## src/rtl/batalha_pkg.sv

```systemverilog
// batalha_pkg: shared board geometry, validator FSM state encodings and result codes
package batalha_pkg;
  localparam int ROWS = 32;
  localparam int WIDTH = 64;
  localparam logic [2:0] S_IDLE = 3'd0;
  localparam logic [2:0] S_GRANT = 3'd1;
  localparam logic [2:0] S_SCAN = 3'd2;
  localparam logic [2:0] S_DRAIN = 3'd3;
  localparam logic [2:0] S_DECIDE = 3'd4;
  localparam logic [2:0] S_WRITE = 3'd5;
  localparam logic [2:0] S_RELEASE = 3'd6;
  localparam logic [2:0] S_FINISH = 3'd7;
  localparam logic [1:0] ERR_OK = 2'd0;
  localparam logic [1:0] ERR_OVERLAP = 2'd1;
  localparam logic [1:0] ERR_LIMIT = 2'd2;
  localparam logic [1:0] ERR_EMPTY = 2'd3;
endpackage

```

## src/rtl/popcount64.sv

```systemverilog
// popcount64: combinational count of set bits in a 64-bit word
module popcount64 (
  input  logic [63:0] i_data,
  output logic [6:0]  o_count
);
  always_comb begin
    o_count = '0;
    for (int i = 0; i < 64; i++) o_count = o_count + 7'(i_data[i]);
  end
endmodule

```

## src/rtl/validador_tabuleiro.sv

```systemverilog
// validador_tabuleiro: scans a player board, checks overlap and cell limit, then writes the new ship row
module validador_tabuleiro
  import batalha_pkg::*;
#(
  parameter int MAX_CELLS = 17,
  parameter int GRANT_WAIT = 2,
  parameter int READ_LAT = 2
) (
  input  logic             clk,
  input  logic             resetGeral,
  input  logic             start,
  input  logic             jogador,
  input  logic [4:0]       linha,
  input  logic [WIDTH-1:0] mascara,
  input  logic [WIDTH-1:0] dataReadValidador,
  output logic             readyValidador,
  output logic             enableValidador,
  output logic             validadorJogador,
  output logic [4:0]       validador_addr,
  output logic [WIDTH-1:0] validador_data,
  output logic             validador_wrep1,
  output logic             validador_wrep2,
  output logic             busy,
  output logic             done,
  output logic             valido,
  output logic [1:0]       erro
);
  logic [2:0]          r_state;
  logic                r_jog;
  logic [4:0]          r_linha;
  logic [WIDTH-1:0]    r_mask;
  logic [WIDTH-1:0]    r_row;
  logic [11:0]         r_acc;
  logic [7:0]          r_cnt;
  logic [4:0]          r_scnt;
  logic [READ_LAT-1:0] r_vld;
  logic [1:0]          r_erro;
  logic                r_valido;
  logic [6:0]          w_pc_rd;
  logic [6:0]          w_pc_m;
  logic                w_overlap;
  logic                w_over;
  popcount64 u_pc_rd (.i_data(dataReadValidador), .o_count(w_pc_rd));
  popcount64 u_pc_m (.i_data(r_mask), .o_count(w_pc_m));
  always_comb begin
    w_overlap = |(r_row & r_mask);
    w_over = (r_acc + 12'(w_pc_m)) > 12'(MAX_CELLS);
    busy = r_state != S_IDLE;
    readyValidador = busy && r_state != S_FINISH;
    enableValidador = readyValidador && r_state != S_RELEASE;
    validadorJogador = busy & r_jog;
    validador_addr = r_state == S_SCAN ? r_cnt[4:0] : r_state == S_WRITE ? r_linha : '0;
    validador_data = r_state == S_WRITE ? (r_row | r_mask) : '0;
    validador_wrep1 = r_state == S_WRITE && !r_jog;
    validador_wrep2 = r_state == S_WRITE && r_jog;
    done = r_state == S_FINISH;
    valido = done & r_valido;
    erro = done ? r_erro : '0;
  end
  always_ff @(posedge clk) begin
    if (resetGeral) begin
      r_state <= S_IDLE;
      r_jog <= 1'b0;
      r_linha <= '0;
      r_mask <= '0;
      r_row <= '0;
      r_acc <= '0;
      r_cnt <= '0;
      r_scnt <= '0;
      r_vld <= '0;
      r_erro <= '0;
      r_valido <= 1'b0;
    end else begin
      r_vld <= READ_LAT'({r_vld, r_state == S_SCAN});
      if (r_vld[READ_LAT-1]) begin
        r_acc <= r_acc + 12'(w_pc_rd);
        r_scnt <= r_scnt + 5'd1;
        if (r_scnt == r_linha) r_row <= dataReadValidador;
      end
      case (r_state)
        S_IDLE: if (start) begin
          r_jog <= jogador;
          r_linha <= linha;
          r_mask <= mascara;
          r_row <= '0;
          r_acc <= '0;
          r_cnt <= '0;
          r_scnt <= '0;
          r_valido <= 1'b0;
          r_erro <= mascara == '0 ? ERR_EMPTY : ERR_OK;
          r_state <= mascara == '0 ? S_FINISH : S_GRANT;
        end
        S_GRANT: begin
          r_cnt <= r_cnt == 8'(GRANT_WAIT - 1) ? '0 : r_cnt + 8'd1;
          r_state <= r_cnt == 8'(GRANT_WAIT - 1) ? S_SCAN : S_GRANT;
        end
        S_SCAN: begin
          r_cnt <= r_cnt == 8'(ROWS - 1) ? '0 : r_cnt + 8'd1;
          r_state <= r_cnt == 8'(ROWS - 1) ? S_DRAIN : S_SCAN;
        end
        S_DRAIN: begin
          r_cnt <= r_cnt == 8'(READ_LAT - 1) ? '0 : r_cnt + 8'd1;
          r_state <= r_cnt == 8'(READ_LAT - 1) ? S_DECIDE : S_DRAIN;
        end
        S_DECIDE: begin
          r_erro <= w_overlap ? ERR_OVERLAP : w_over ? ERR_LIMIT : ERR_OK;
          r_valido <= !w_overlap && !w_over;
          r_state <= (!w_overlap && !w_over) ? S_WRITE : S_RELEASE;
        end
        S_WRITE: r_state <= S_RELEASE;
        S_RELEASE: r_state <= S_FINISH;
        default: r_state <= S_IDLE;
      endcase
    end
  end
endmodule

```

## config.mk

```make
export PLATFORM = sky130hd
export DESIGN_NAME = validador_tabuleiro
export DESIGN_NICKNAME = d
export VERILOG_FILES = /design/src/rtl/batalha_pkg.sv /design/src/rtl/popcount64.sv /design/src/rtl/validador_tabuleiro.sv
export SDC_FILE = /design/constraint.sdc
export NUM_CORES = 1
export LEC_CHECK = 0
export ABC_AREA = 1
export ABC_CLOCK_PERIOD_IN_PS = 17900
export BUFFER_PORTS_ARGS = -buffer_cell sky130_fd_sc_hd__buf_2
export CORE_MARGIN = 2
export CORE_UTILIZATION = 63
export CTS_BUF_LIST = sky130_fd_sc_hd__clkbuf_8
export CTS_CLUSTER_SIZE = 25
export DETAILED_ROUTE_END_ITERATION = 10
export PLACE_DENSITY = 0.89
export SLEW_MARGIN = 20
export SYNTH_ARGS = -nofsm -noshare
export SYNTH_HDL_FRONTEND = slang
export SYNTH_SLANG_ARGS = --single-unit
```

## constraint.sdc

```tcl
create_clock -name clk -period 17.9 [get_ports clk]
set_input_delay 2.685 -clock clk [delete_from_list [all_inputs] [get_ports clk]]
set_output_delay 2.685 -clock clk [all_outputs]
set_load 0.005 [all_outputs]
```

==> results.sh <==
export IMPL_place_ws_ps=8020
export IMPL_core_rowCount=49
export IMPL_cts_setup_buffers=0
export IMPL_grt_antenna_before_repair=2
export IMPL_setup_slack_reg_to_reg_ps=9900
export IMPL_detailedRoute_firstIterationViolations=1061
export IMPL_first_pass_grt_wire_length_mm=51.3
export IMPL_route_vias_total=10733
export IMPL_origin_of_the_critical_flop_to_flop_path="r_mask[0]$_SDFFE_PP0P_"
export IMPL_timing_critical_path_max_delay_family="adder cells"
export IMPL_drt_pre_antenna_iters=6
export IMPL_critPathMaxStageDelay_ps=600
export IMPL_critPathArrivalTime_ps=9890
export IMPL_grt_total_usage_pct=33.5
export IMPL_fin_hold_ws_ps=431
export IMPL_cp_max_fo=3
export IMPL_finalCritPeriodShare_pct=52.9
export IMPL_maximum_number_of_pins_on_one_net_before_global_route_repair=129
export IMPL_rsz_0062_raised_after_global_routing="no"
export IMPL_globalRouteMet2Util_pct=54.0
export IMPL_postSynthAreaPerCell_um2=7.81
export IMPL_synthTopCellsByArea="sky130_fd_sc_hd__dfxtp_1 29%, sky130_fd_sc_hd__fa_1 19%, sky130_fd_sc_hd__inv_1 11%"
export IMPL_detailed_placement_hpwl_mm=24.7
export IMPL_gr_max_usage_layer="met2"
export IMPL_clock_tree_buffer_depth=2
export IMPL_yosysUniqueCellTypes=40
export IMPL_hp_class="flop to flop"
export IMPL_critPathRequiredTime_ps=18320
export IMPL_layout_nets=1955
export IMPL_areaGrowthSynthToFinish_pct=12.9
export IMPL_layout_drive_gt1_share_pct=16.3
export IMPL_multi_input_comb_area_um2=6500
export IMPL_place_gp_congestion=0.982
export IMPL_postLayoutCellArea_um2=13000
export IMPL_drt_wl_total_mm=32.6
export IMPL_worst_slew_margin_rel_pct=45.0
export IMPL_cts_buffers=17
export IMPL_critical_path_cell_count=28
export IMPL_timing_critical_path_from="dataReadValidador[0]"
export IMPL_timing_critical_path_mode_cell="sky130_fd_sc_hd__fa_1"
export IMPL_tritoncts="built"
export IMPL_cts_htree_levels=4
export IMPL_cts_repair_resized=0
export IMPL_placed_cell_area_um2=12600
export IMPL_crit_end="r_acc[10]$_SDFF_PP0_"
export IMPL_clock_latency_on_the_worst_skew_pair_ps=490
export IMPL_cts_stage_hold_buffer_count=0
export IMPL_grt_use_met1_pct=43.9
export IMPL_critPathBufInv=3
export IMPL_io_pin_count=216
export IMPL_dieWidth_um=139
export IMPL_floorplan_die_area_um2=19300
export IMPL_setup_worst_path_end_class="flop"
export IMPL_fin_skew_ps=16.7
export IMPL_starting_density_pct=64.2
export IMPL_dieHeight_um=139
export IMPL_synth_cell_area_um2=11500
export IMPL_status="finished clean"
export IMPL_synth_seq_area_share_pct=29.1
export IMPL_netlist_instances=1472
export IMPL_critPathSlowestCell="sky130_fd_sc_hd__fa_1"
export IMPL_finalSetupViolations=0
export IMPL_finalCriticalPeriod_ps=9470
export IMPL_worst_slack_ps=8430
export IMPL_timing_critical_path_from_type="input pin"
export IMPL_design_core_area_um2=17900
export IMPL_path_class="input pin to flop"
export IMPL_number_of_pins_exceeding_their_max_slew_limit_in_the_final_report=0
export IMPL_timing_max_cap_violations=0
export IMPL_ff2ff_path_depth=30
export IMPL_fin_tns_setup_ps=0
export IMPL_numClockSinks=167
export IMPL_synth_net_count=1770
export IMPL_ys_warn_count=0
export IMPL_met3_usage_pct=7.08
export IMPL_ff_latch_area_um2=3340
export IMPL_hold_path_startpoint="r_vld[0]$_SDFF_PP0_"
export IMPL_fillerInstances=1334
export IMPL_via_count_of_the_first_global_routing_pass=10410
export IMPL_worstReg2RegEnd="r_erro[1]$_SDFFE_PP0P_"
export IMPL_path_clk_slew_ps=100
export IMPL_grt_ovfl_total=0
export IMPL_yosys_register_bits=167
export IMPL_max_slew_worst_pin_slew_ps=826
export IMPL_viasPerCell=5.65
export IMPL_route_antenna_remaining_nets=0
export IMPL_synth_area_leader="sky130_fd_sc_hd__dfxtp_1"
export IMPL_io_buffer_count=215
export IMPL_hold_viol=0
export IMPL_achievable_frequency_mhz=106
export IMPL_routedWlPerCell_um=17.2
export IMPL_root_buffer="sky130_fd_sc_hd__clkbuf_8"
export IMPL_detail_route_drc_violations=0
export IMPL_yosys_area_top_type_share_pct=29.1
## cell type report
class | count | area share [%]
antenna | 1 | 0.0193
inverter | 352 | 10.2
timing repair buffer | 221 | 8.67
sequential | 167 | 25.8
clock buffer | 18 | 1.91
multi-input combinational | 898 | 50.1
tap | 229 | 2.21
clock inverter | 14 | 1.13
## registers in the layout, summed over array words and instances (netlist names)
name	cells
r_row	64
r_erro	2
r_jog	1
r_scnt	5
r_vld	2
r_cnt	8
r_linha	5
r_acc	12
r_valido	1
r_state	3
r_mask	64
## placed cells by master, fill, tap and decap left out, drive strengths merged, types with 11 or more instances in the layout
cell / count
nand4: 12
clkbuf: 18
dfxtp: 167
nor2: 82
ha: 51
a21oi: 234
nor4: 17
nor3: 11
o21ai: 175
nand3: 29
fa: 110
inv: 356
xor2: 11
buf: 221
nand2: 126
## how the worst min path moves through the flow
stage,to,slack [ps],cells after the start
2_1_floorplan,r_vld[1]$_SDFF_PP0_,390,2
3_3_place_gp,r_vld[1]$_SDFF_PP0_,390,2
3_5_place_dp,r_vld[1]$_SDFF_PP0_,400,2
4_1_cts,r_vld[1]$_SDFF_PP0_,430,2
5_1_grt,r_vld[1]$_SDFF_PP0_,470,2
6_report,r_vld[1]$_SDFF_PP0_,430,2
## stage by stage
step | std cells | utilization (%)
6_report | 1900 | 72.5
5_1_grt | 1900 | 72.5
4_1_cts | 1899 | 72.5
3_5_place_dp | 1867 | 70.3
3_3_place_gp | 1867 | 70.3
2_1_floorplan | 1472 | -
## worst min-delay path, delay by kind of cell, from the launching register on
kind,cells,cell delay [ps]
flops,1,310
buf+inv,1,40
simple gates,1,40
## cells in the mapped netlist, drive strengths merged
cell type  instances
nor2b              1
xnor2              7
o211a              1
a211oi             2
nor2              82
clkbuf            23
and2               2
nor4              17
nand3b             2
nand4             12
o22ai             10
a22oi              1
o31ai              1
dfxtp            167
o211ai             3
a2111oi            2
o21ai            175
a21oi            234
nor3              11
fa               110
ha                51
a21o               2
buf               32
nand2            126
and3               1
xor2              11
o21bai             4
a211o              1
inv              352
nand3             29
## cell families after synthesis
group,Yosys count,synth area share [%]
AOI/OAI and AO/OA,436,19.7
buffers and inverters,407,14.3
and+or+nand+nor,283,10.8
DFF,167,29.1
adders and majority gates,161,24.7
xor gates and xnor gates,18,1.37
## metal layers
layer  part of all wire (%)  up-vias
met5                      0        -
met2                     47      599
met1                     39     5004
met3                    9.5       98
li1                       -     5032
met4                    4.1        0
Power is not shown: default switching activity piles up to over one toggle a cycle in this logic, so the estimate is an artifact.
